**config.mk**
```make
export PLATFORM = sky130hd
export DESIGN_NAME = io_uart_tx
export DESIGN_NICKNAME = d
export VERILOG_FILES = /design/src/rtl/uart_tx_pkg.sv /design/src/rtl/io_fifo.sv /design/src/rtl/io_uart_tx.sv
export SDC_FILE = /design/constraint.sdc
export NUM_CORES = 1
export LEC_CHECK = 0
export CORE_MARGIN = 2
export CORE_UTILIZATION = 50
export DETAILED_ROUTE_END_ITERATION = 7
export GPL_TIMING_DRIVEN = 0
export HOLD_SLACK_MARGIN = 0.12
export PLACE_DENSITY = 0.8
export SYNTH_ARGS = -nofsm -noshare
export SYNTH_HDL_FRONTEND = slang
export SYNTH_HIERARCHICAL = 1
export SYNTH_SLANG_ARGS = --single-unit
```
**constraint.sdc**
```tcl
create_clock -name clk -period 4.4 [get_ports clk]
set_clock_uncertainty 0.1 [all_clocks]
set_input_delay 0.88 -clock clk [delete_from_list [all_inputs] [get_ports clk]]
set_output_delay 0.88 -clock clk [all_outputs]
set_load 0.005 [all_outputs]
```
**src/rtl/uart_tx_pkg.sv**
```systemverilog
// Shared types and status-byte layout for the buffered Z80 UART transmitter.
package uart_tx_pkg;

    typedef enum logic [1:0] {
        IDLE,
        START,
        DATA,
        STOP
    } tx_state_e;

    localparam int ST_BUSY    = 0;
    localparam int ST_FULL    = 1;
    localparam int ST_OVF     = 2;
    localparam int ST_CNT_LSB = 3;
    localparam int ST_CNT_W   = 8 - ST_CNT_LSB;
    localparam int ST_CNT_MAX = (1 << ST_CNT_W) - 1;

endpackage

```
**src/rtl/io_fifo.sv**
```systemverilog
// Synchronous first-word-fall-through FIFO with occupancy count.
module io_fifo #(
    parameter int WIDTH      = 8,
    parameter int DEPTH_LOG2 = 4
) (
    input  logic                  clk_i,
    input  logic                  rst_ni,
    input  logic                  push_i,
    input  logic [WIDTH-1:0]      data_i,
    input  logic                  pop_i,
    output logic [WIDTH-1:0]      data_o,
    output logic                  full_o,
    output logic                  empty_o,
    output logic [DEPTH_LOG2:0]   count_o
);

    localparam int DEPTH = 1 << DEPTH_LOG2;

    logic [WIDTH-1:0]      mem_q [DEPTH];
    logic [DEPTH_LOG2-1:0] wr_ptr_q, rd_ptr_q;
    logic [DEPTH_LOG2:0]   count_q;
    logic                  do_push, do_pop;

    assign do_pop  = pop_i & ~empty_o;
    assign do_push = push_i & (~full_o | do_pop);

    // NOTE: sequential state uses non-blocking assignments so every flop samples pre-edge values.
    always_ff @(posedge clk_i) begin
        if (!rst_ni) begin
            wr_ptr_q <= '0;
            rd_ptr_q <= '0;
            count_q  <= '0;
        end else begin
            if (do_push) wr_ptr_q <= wr_ptr_q + 1'b1;
            if (do_pop)  rd_ptr_q <= rd_ptr_q + 1'b1;
            case ({do_push, do_pop})
                2'b10:   count_q <= count_q + 1'b1;
                2'b01:   count_q <= count_q - 1'b1;
                default: count_q <= count_q;
            endcase
        end
    end

    // NOTE: storage is not reset; the pointers and count alone say which entries are valid.
    always_ff @(posedge clk_i) begin
        if (do_push) mem_q[wr_ptr_q] <= data_i;
    end

    assign data_o  = mem_q[rd_ptr_q];
    assign full_o  = count_q[DEPTH_LOG2];
    assign empty_o = (count_q == '0);
    assign count_o = count_q;

endmodule

```
**src/rtl/io_uart_tx.sv**
```systemverilog
// Buffered 8N1 UART transmitter on the Z80 I/O bus with a pollable status port.
// Define UART_TX_FIFO_EN for a 2^DEPTH_LOG2 FIFO; otherwise a single holding register is used.
module io_uart_tx
    import uart_tx_pkg::*;
#(
    parameter int         CLK_HZ      = 50000000,
    parameter int         BAUD        = 115200,
    parameter logic [7:0] PORT_DATA   = 8'h08,
    parameter logic [7:0] PORT_STATUS = 8'h09,
    parameter int         DEPTH_LOG2  = 4
) (
    input  logic       clk,
    input  logic       nRESET,
    input  logic [7:0] Address,
    input  logic [7:0] DataIn,
    output logic [7:0] DataOut,
    output logic       DataOE,
    input  logic       IORQ,
    input  logic       RD,
    input  logic       WR,
    output logic       uart_tx
);

    localparam int DIV    = CLK_HZ / BAUD;
    localparam int BAUD_W = (DIV > 1) ? $clog2(DIV) : 1;
    localparam int QCNT_W = DEPTH_LOG2 + 1;
    localparam logic [BAUD_W-1:0] BAUD_LAST = BAUD_W'(DIV - 1);

    logic [1:0] wr_sync_q, rd_sync_q;
    logic       wr_prev_q, rd_prev_q;
    logic       push_req, push_ok, rd_fall;

    logic              q_full, q_empty, pop;
    logic [7:0]        q_data;
    logic [QCNT_W-1:0] q_count;

    tx_state_e         state_q, state_d;
    logic [BAUD_W-1:0] baud_q, baud_d;
    logic [2:0]        bit_q, bit_d;
    logic [7:0]        shift_q, shift_d;
    logic              tx_q, tx_d;
    logic              ovf_q, ovf_d;
    logic              baud_last, busy;
    logic [ST_CNT_W-1:0] st_cnt;

    assign DataOE = IORQ & RD & (Address == PORT_STATUS);

    always_ff @(posedge clk) begin
        if (!nRESET) begin
            wr_sync_q <= '0;
            rd_sync_q <= '0;
            wr_prev_q <= 1'b0;
            rd_prev_q <= 1'b0;
        end else begin
            wr_sync_q <= {wr_sync_q[0], IORQ & WR};
            rd_sync_q <= {rd_sync_q[0], DataOE};
            wr_prev_q <= wr_sync_q[1];
            rd_prev_q <= rd_sync_q[1];
        end
    end

    assign push_req = wr_sync_q[1] & ~wr_prev_q & (Address == PORT_DATA);
    assign rd_fall  = ~rd_sync_q[1] & rd_prev_q;
    assign push_ok  = push_req & (~q_full | pop);

`ifdef UART_TX_FIFO_EN
    io_fifo #(
        .WIDTH      (8),
        .DEPTH_LOG2 (DEPTH_LOG2)
    ) u_fifo (
        .clk_i   (clk),
        .rst_ni  (nRESET),
        .push_i  (push_ok),
        .data_i  (DataIn),
        .pop_i   (pop),
        .data_o  (q_data),
        .full_o  (q_full),
        .empty_o (q_empty),
        .count_o (q_count)
    );
`else
    logic       hold_valid_q;
    logic [7:0] hold_data_q;

    always_ff @(posedge clk) begin
        if (!nRESET)      hold_valid_q <= 1'b0;
        else if (push_ok) hold_valid_q <= 1'b1;
        else if (pop)     hold_valid_q <= 1'b0;
    end

    always_ff @(posedge clk) begin
        if (push_ok) hold_data_q <= DataIn;
    end

    assign q_full  = hold_valid_q;
    assign q_empty = ~hold_valid_q;
    assign q_data  = hold_data_q;
    assign q_count = QCNT_W'(hold_valid_q);
`endif

    assign baud_last = (baud_q == BAUD_LAST);

    // NOTE: every always_comb output gets a default first so no path can infer a latch.
    always_comb begin
        state_d = state_q;
        baud_d  = baud_q;
        bit_d   = bit_q;
        shift_d = shift_q;
        tx_d    = 1'b1;
        pop     = 1'b0;
        case (state_q)
            IDLE: begin
                if (!q_empty) begin
                    pop     = 1'b1;
                    shift_d = q_data;
                    baud_d  = '0;
                    state_d = START;
                end
            end
            START: begin
                tx_d = 1'b0;
                if (baud_last) begin
                    baud_d  = '0;
                    bit_d   = 3'd0;
                    state_d = DATA;
                end else begin
                    baud_d = baud_q + 1'b1;
                end
            end
            DATA: begin
                tx_d = shift_q[0];
                if (baud_last) begin
                    baud_d  = '0;
                    shift_d = {1'b0, shift_q[7:1]};
                    bit_d   = bit_q + 3'd1;
                    if (bit_q == 3'd7) state_d = STOP;
                end else begin
                    baud_d = baud_q + 1'b1;
                end
            end
            STOP: begin
                if (baud_last) begin
                    baud_d = '0;
                    if (!q_empty) begin
                        pop     = 1'b1;
                        shift_d = q_data;
                        state_d = START;
                    end else begin
                        state_d = IDLE;
                    end
                end else begin
                    baud_d = baud_q + 1'b1;
                end
            end
            default: state_d = IDLE;
        endcase
    end

    // Overflow set takes priority over the read-side clear.
    always_comb begin
        ovf_d = ovf_q;
        if (rd_fall)             ovf_d = 1'b0;
        if (push_req && !push_ok) ovf_d = 1'b1;
    end

    // tx_q is registered from the current state, so the line trails the FSM by one clk.
    always_ff @(posedge clk) begin
        if (!nRESET) begin
            state_q <= IDLE;
            baud_q  <= '0;
            bit_q   <= 3'd0;
            shift_q <= 8'h00;
            tx_q    <= 1'b1;
            ovf_q   <= 1'b0;
        end else begin
            state_q <= state_d;
            baud_q  <= baud_d;
            bit_q   <= bit_d;
            shift_q <= shift_d;
            tx_q    <= tx_d;
            ovf_q   <= ovf_d;
        end
    end

    assign uart_tx = tx_q;
    assign busy    = (state_q != IDLE) | ~q_empty;
    assign st_cnt  = (int'(q_count) > ST_CNT_MAX) ? ST_CNT_W'(ST_CNT_MAX) : ST_CNT_W'(q_count);

    always_comb begin
        DataOut                   = 8'h00;
        DataOut[ST_BUSY]          = busy;
        DataOut[ST_FULL]          = q_full;
        DataOut[ST_OVF]           = ovf_q;
        DataOut[7:ST_CNT_LSB]     = st_cnt;
    end

endmodule
```
Word level (Yosys, flattened, before mapping)
Cells that the tools add are included.
W data, S select, Z words.
- flip-flop bits (word level): 39
- input bits: 21
- output and inout bits: 10
- logic and storage cells: 75
- add/sub/neg operators: 2
- eq/ne operators: 12
- muxes and demuxes: 25
- bitwise gates (word level): 12
- reductions and logical operators: 12
- operators by type and width (kind ; count):
    $mux W8 ; 3
    $pmux W8 S3 ; 1
    $mux W9 ; 2
    $pmux W9 S2 ; 1
    $eq A8 B4 Y1 const B ; 2
    $mux W2 ; 5
    $ne A2 B2 Y1 const B ; 5
    $add A9 B1 Y9 const B ; 1
    $eq A9 B9 Y1 const B ; 1
    $pmux W2 S4 ; 1
    $reduce_bool A2 Y1 ; 4
    $and A1 B1 Y1 ; 7
    $mux W1 ; 7
    $mux W3 ; 2
    $pmux W3 S2 ; 1
    $reduce_and A3 Y1 ; 2
    $reduce_and A5 Y1 ; 1
    $eq A2 B2 Y1 const B ; 2
    $pmux W1 S2 ; 2
    $add A3 B1 Y3 const B ; 1
    $eq A3 B3 Y1 const B ; 1
    $not A1 Y1 ; 3
    $reduce_bool A3 Y1 ; 1
    $reduce_or A3 Y1 ; 1
    other kinds (5) ; 6

Depth between registers and ports, before layout
Gate-level depths: netlist of the first run.
- depth in word-level cells: 8
- mapped depth: 8
- mapped depth without buffers: 7

Worst setup path before layout of the first run
Ideal clock, no wire load.
- kind: input to output
- from: input Address[5]
- to: output DataOE
- arrival time: 1.495 ns
- required time: 3.420 ns
- slack: 1.925 ns
- cell stages on the path: 3
- buffers on the path: 0
- cells stage by stage: nor4_1 -> and3_1 -> and4_1
- cells in the longest elaborated chain, start to end: 2
- ends and longest elaborated chain (item ; RTL line ; source):
    from (decl) ; io_uart_tx.sv:14 ; input logic [7:0] Address,
    $eq A8 B4 Y1 ; io_uart_tx.sv:46 ; assign DataOE = IORQ & RD & (Address == PORT_STATUS);
    $and A1 B1 Y1 ; io_uart_tx.sv:46 ;
    to (decl) ; io_uart_tx.sv:17 ; output logic DataOE,
Every way passes these cells.

Worst setup path after layout of the first run
Same ends and word-level chain as after synthesis.

==> flow_summary_export.csv, run 1 <==
group,metric,value,unit
synthesis,synth_top_family_by_area,"simple AND/OR/NAND/NOR gates",
synthesis,synth_mux_area_share,4.38,%
setup_path,crit_path_start_kind,"input pin",
setup_path,critPathKind,"input pin to output port",
drt,drtIter0Drc,91,
grt,grt_pass1_wl,6.19,mm
synthesis,postSynthCellCount,188,
synthesis,synth-seq-cells,39,
finish,layout.nets,254,
setup_path,critPathMaxStageDelay,0.51,ns
finish,layout_common_cells,"dfxtp_1 (31), clkdlybuf4s50_1 (26), a21oi_1 (17)",
synthesis,yosys.area.top_type,"dfxtp_1",
synthesis,synth_warnings,6,
synthesis,synthSimpleGateAreaFrac,18.7,%
synthesis,async_flop_share,0,%
grt,grt_max_degree,13,
drt,post_drt_wl_per_cell,13.4,um
synthesis,netlist_area,1830,um2
floorplanning,die-area,4150,um2
synthesis,synth-main-ff-cell,"dfxtp_1",
clock_network,cts_hold_buf,0,
synthesis,avgSynthCellArea,9.72,um2
placement,dp_slack,0.943,ns
clock_network,cts_tree,"yes",
placement,io_buffer_count,26,
setup_path,critical_path_peak_fanout,2,
setup_path,slowest_stage,"clkdlybuf4s50_1",
pwr,ir_worst_vdd,0.226,mV
sta,post-route-period-util,78.7,%
drt,ant_nets,0,
floorplanning,ios,31,
clock_network,clock_sinks,39,
placement,gp_congestion,0.823,
setup_path,cpMostUsedCell,"clkdlybuf4s50_1",
drt,wl,3.62,mm
pwr,pwr-share-seq,53.7,%
sta,drv_slew,0,
sta,rsz0062_at_grt,"false",
synthesis,synth_top_area_share,34.0,%
placement,dp_hpwl,2.63,mm
drt,drc,0,
finish,areaGrowthSynthToFinish,21.0,%
sta,timing.fmax,289,MHz
synthesis,synth_compound_area_share,17.2,%
sta,post-route-worst-setup-slack,0.939,ns
pwr,p_clk_share,25.2,%
synthesis,synthXorXnorAreaFrac,0,%
synthesis,seq_area_frac_synth,47.1,%
sta,setup_violations,0,
sta,hold_violations,0,
floorplanning,initial_core_util,53.5,%
sta,totalNegativeSetupSlack,0,ns
floorplanning,die_x,64.4,um
drt,avgViaCountPerCell,5.51,
clock_network,cts_max_level,2,
synthesis,synth_edf_count,8,
finish,regArea,861,um2
sta,period_needed,3.46,ns
drt,drt_first_pass_iters,4,
pwr,p_comb_share,21.2,%
floorplanning,core,3420,um2
synthesis,ys_top_cells_by_area,"dfxtp_1 (34%), edfxtp_1 (13%), ha_1 (6.2%)",
finish,multi_input_area,863,um2
finish,fillCellCount,298,
pwr,p_leak,0.791,nW
drt,vias,1494,
clock_network,clock_path_buffers,2,
setup_path,cp.arrival,2.48,ns
clock_network,clk-insertion-delay-late,0.35,ns
flow_run,cap_violations,0,
pwr,p_per_area,325,nW/um2
clock_network,cts_setup_buffers,0,
clock_network,cts.clk_slew.worst_paths,0.10,ns
setup_path,path_cells,"clkdlybuf4s50_1 > nor4_1 > and3_1 > and4_1 > clkdlybuf4s50_1",
setup_path,cp-end-kind,"output port",
sta,worst_pin_slew,0.744,ns
floorplanning,die-height,64.4,um
floorplanning,num_rows,21,
outcome,outcome,"complete, no violations",
hold_path,hp-class,"flop to flop",
grt,grt.total_usage,19.1,%
pwr,power.switching,0.000210,W
synthesis,ys_types,39,
synthesis,synth_fa_ha_area_share,6.16,%
pwr,internal_power,0.000508,W
grt,grt_pass1_vias,1451,
clock_network,clockRootBuffer,"clkbuf_4",
grt,globalRouteOverflowTotal,0,
sta,relSlewSlack,50.3,%
finish,mostFrequentLayoutCell,"dfxtp_1",
setup_path,worstPathRequired,3.42,ns
pwr,switching_share,29.3,%
clock_network,numCtsBuffers,5,
finish,num_antenna_cells,0,
clock_network,cts_resized,0,
finish,drive_gt1_share,10.2,%
grt,antenna_found_initial,0,
==> layer usage <==
layer	global-route usage [%]	up-vias	share of wire [%]
li1	-	746	-
met1	22.3	695	44
met2	32.9	45	48
met3	6.08	8	5.7
met4	6.65	0	2.0
met5	0	-	0
==> registers in the layout, summed over array words and instances, names as in the netlist <==
name and cells:
baud_q 9, state_q 2, shift_q 8, bit_q 3, uart_tx 1, ovf_q 1, rd_sync_q 2, hold_data_q 8
wr_prev_q 1, rd_prev_q 1, wr_sync_q 2, hold_valid_q 1
==> area by class of cell <==
type	count	share of cell area, %
buffer	14	3.96
tap	46	2.60
clock inverter	2	0.566
inverter	7	1.19
timing repair buffer	26	11.8
multi-input combinational	131	39.1
clock buffer	6	1.87
sequential	39	39.0
==> worst max-delay path, delay by kind of cell <==
family | cells | cell delay, ns
buffers and inverters | 2 | 0.91
and+or+nand+nor | 3 | 0.69
==> cell usage after synthesis, types with 3 or more instances <==
library cell / count
edfxtp_1: 8
nor3_1: 3
nand2_1: 11
dfxtp_1: 31
a31oi_1: 5
a21oi_1: 17
inv_1: 5
nand4b_1: 4
clkbuf_1: 4
a211oi_1: 7
o21ai_0: 13
nand3_1: 9
mux2i_1: 8
buf_4: 9
and2_1: 6
nor2_1: 11
ha_1: 9
==> cell families (layout without fill, tap and decap cells) <==
family | Yosys count | in the layout
compound gates | 50 | 50
fa+ha+maj | 9 | 9
buf+inv | 21 | 55
flops | 39 | 39
mux | 8 | 8
other cells | 1 | 4
simple gates | 60 | 60
==> power by group through the flow <==
stage,clock network (W),logic (W),registers (W)
4_1_cts,0.000183,0.000152,0.000385
2_1_floorplan,0,0.0000982,0.000392
6_report,0.000181,0.000152,0.000386
3_3_place_gp,0,0.000147,0.000393
5_1_grt,0.000196,0.000171,0.000387
3_5_place_dp,0,0.000151,0.000394
==> final timing paths <==
path | start | endpoint | slack [ns] | depth (start not counted)
worst max-delay path | Address[5] | DataOE | 0.94 | 5
worst max register to register | baud_q[2] | hold_data_q[2] | 1.93 | 4
worst min-delay path | rd_sync_q[0] | rd_sync_q[1] | 0.34 | 1
worst min register to register | rd_sync_q[0] | rd_sync_q[1] | 0.34 | 1
==> through the flow <==
stage | cells | total power, W | instance area, um2 | utilization [%] | hold slack [ns]
after floorplan | 191 | 0.000490 | 1840 | - | 0.312
after global placement | 263 | 0.000540 | 2160 | 63.1 | 0.314
after detailed placement | 263 | 0.000545 | 2160 | 63.1 | 0.322
after CTS | 271 | 0.000720 | 2210 | 64.7 | 0.347
after global routing | 271 | 0.000754 | 2210 | 64.7 | 0.369
final | 271 | 0.000718 | 2210 | 64.7 | 0.344
(Power assumes the default switching activity.)
==> inputs of run 2 (changes only) <==
--- a/config.mk
+++ b/config.mk
@@ -6,11 +6,11 @@
 export NUM_CORES = 1
 export LEC_CHECK = 0
 export CORE_MARGIN = 2
-export CORE_UTILIZATION = 50
+export CORE_UTILIZATION = 47
 export DETAILED_ROUTE_END_ITERATION = 7
 export GPL_TIMING_DRIVEN = 0
 export HOLD_SLACK_MARGIN = 0.12
-export PLACE_DENSITY = 0.8
+export PLACE_DENSITY = 0.79
 export SYNTH_ARGS = -nofsm -noshare
 export SYNTH_HDL_FRONTEND = slang
 export SYNTH_HIERARCHICAL = 1
==> constraint.sdc (replaced) <==
create_clock -name clk -period 2.9 [get_ports clk]
set_clock_uncertainty 0.1 [all_clocks]
set_input_delay 0.58 -clock clk [delete_from_list [all_inputs] [get_ports clk]]
set_output_delay 0.58 -clock clk [all_outputs]
set_load 0.005 [all_outputs]
==> run 2 against run 1 <==
Compared with the run above:
- highest routed layer unchanged
- cell count rose by 0.74%
- utilization down 3.3 points
- sequential share of layout area is 0.87 points lower
- combinational power grew 51%
- global-route usage fell by 0.74 points
- critical endpoint is now DataOut[0]
- flip-flop and latch count stayed put
- critical path depth up 2
- register-to-register slack got worse by 1.5 ns
- first-iteration DRC count rose by 2.2%
==> flow_summary_export.csv, run 2 (synthesis gave the netlist of run 1 again) <==
group,metric,value,unit
setup_path,worstPathRequired,2.22,ns
drt,drt_first_pass_iters,4,
clock_network,numCtsBuffers,5,
floorplanning,die-area,4400,um2
setup_path,crit_path_start_kind,"flop",
finish,mostFrequentLayoutCell,"dfxtp_1",
grt,grt_max_degree,15,
sta,post-route-period-util,95.1,%
floorplanning,core,3690,um2
pwr,p_per_area,527,nW/um2
sta,rsz0062_at_grt,"false",
finish,num_antenna_cells,0,
clock_network,cts_hold_buf,0,
drt,vias,1476,
placement,gp_congestion,0.864,
sta,period_needed,2.76,ns
sta,totalNegativeSetupSlack,0,ns
drt,avgViaCountPerCell,5.41,
pwr,ir_worst_vdd,0.317,mV
setup_path,cp.arrival,2.08,ns
grt,antenna_found_initial,0,
floorplanning,die-height,66.3,um
floorplanning,num_rows,22,
setup_path,critical_path_peak_fanout,10,
drt,ant_nets,0,
clock_network,cts_tree,"yes",
clock_network,cts_max_level,2,
setup_path,critPathKind,"flop to output port",
grt,grt_pass1_wl,6.11,mm
finish,layout.nets,254,
finish,regMostFlops,"baud_q",
finish,final_core_util,61.4,%
sta,worst_pin_slew,0.745,ns
drt,drtIter0Drc,93,
clock_network,clk-insertion-delay-late,0.29,ns
pwr,p_leak,0.825,nW
finish,top_regs,"baud_q: 9 flops, hold_data_q: 8 flops, shift_q: 8 flops",
drt,post_drt_wl_per_cell,13.0,um
sta,relSlewSlack,50.2,%
setup_path,path_cells,"inv_1 > ha_1 > buf_2 > nor2b_2 > inv_2 > buf_4 > clkdlybuf4s50_1",
clock_network,cts.clk_slew.worst_paths,0.08,ns
finish,largest_register_ffs,9,
outcome,outcome,"complete, no violations",
sta,timing.fmax,362,MHz
clock_network,cts_setup_buffers,0,
finish,drive_gt1_share,12.0,%
grt,grt.total_usage,18.4,%
finish,areaGrowthSynthToFinish,23.9,%
sta,drv_slew,0,
clock_network,clock_sinks,39,
placement,dp_hpwl,2.48,mm
setup_path,critPathMaxStageDelay,0.48,ns
setup_path,cp-end-kind,"output port",
clock_network,clockRootBuffer,"clkbuf_8",
grt,grt_pass1_vias,1398,
sta,hold_violations,0,
drt,wl,3.54,mm
flow_run,cap_violations,0,
setup_path,slowest_stage,"clkdlybuf4s50_1",
finish,layout_common_cells,"dfxtp_1 (30), clkdlybuf4s50_1 (25), a21oi_1 (17)",
hold_path,hp-class,"flop to flop",
drt,drc,0,
floorplanning,initial_core_util,49.5,%
placement,io_buffer_count,26,
clock_network,clock_path_buffers,2,
grt,globalRouteOverflowTotal,0,
sta,setup_violations,0,
floorplanning,ios,31,
floorplanning,die_x,66.3,um
-- run 2: final timing paths --
kind	startpoint	to	slack (ns)	depth (start not counted)
setup reg to reg	baud_q[2]	hold_data_q[2]	0.43	4
setup / recovery	state_q[1]	DataOut[0]	0.14	7
hold / removal	wr_sync_q[0]	wr_sync_q[1]	0.34	1
hold reg to reg	wr_sync_q[0]	wr_sync_q[1]	0.34	1
-- run 2: area by class of cell --
class                   instances  area (um2)
multi-input cells             131         872
flip-flops and latches         39         862
repair buffers                 26         263
well taps                      48        60.1
fillers                       330        1430
plain buffers                  14        87.6
inverters                       7        26.3
clock buffers                   5        68.8
clock inverters                 3        23.8
-- run 2: critical path, delay by kind of cell (launching register included) --
kind / cells / cell delay (ns)
buffers and inverters: 5 / 1.01
adder cells (fa/ha/maj): 1 / 0.17
flip-flops: 1 / 0.40
AND/OR/NAND/NOR: 1 / 0.20
-- run 2: timing repair --
action	CTS	global route
gates resized for setup	0	4
setup endpoints to repair	0	2
hold endpoints to repair	0	0
-- run 2: stage by stage --
step / area, um2 / total power [W] / hold WS, ns / instances / worst slack (ns)
final: 2260 / 0.00119 / 0.344 / 273 / 0.141
after CTS: 2250 / 0.00120 / 0.344 / 273 / 0.0385
after floorplan: 1840 / 0.000743 / 0.312 / 191 / 0.873
after global routing: 2260 / 0.00126 / 0.373 / 273 / 0.00229
after global placement: 2160 / 0.000819 / 0.315 / 265 / 0.0137
after detailed placement: 2160 / 0.000823 / 0.322 / 265 / 0.0416
-- run 2: metal layers --
| metal | wire (um) | GRT usage [%] | vias to the layer above |
|---|---|---|---|
| met4 | 48 | 6.12 | 0 |
| met3 | 164 | 5.79 | 7 |
| met2 | 1680 | 30.9 | 38 |
| met5 | 0 | 0 | - |
| li1 | - | - | 747 |
| met1 | 1640 | 22.1 | 684 |
-- run 2: power by group --
part	switching, W	internal [W]
clock	0.000206	0.000172
sequential	0.0000147	0.000570
combinational	0.000121	0.000108
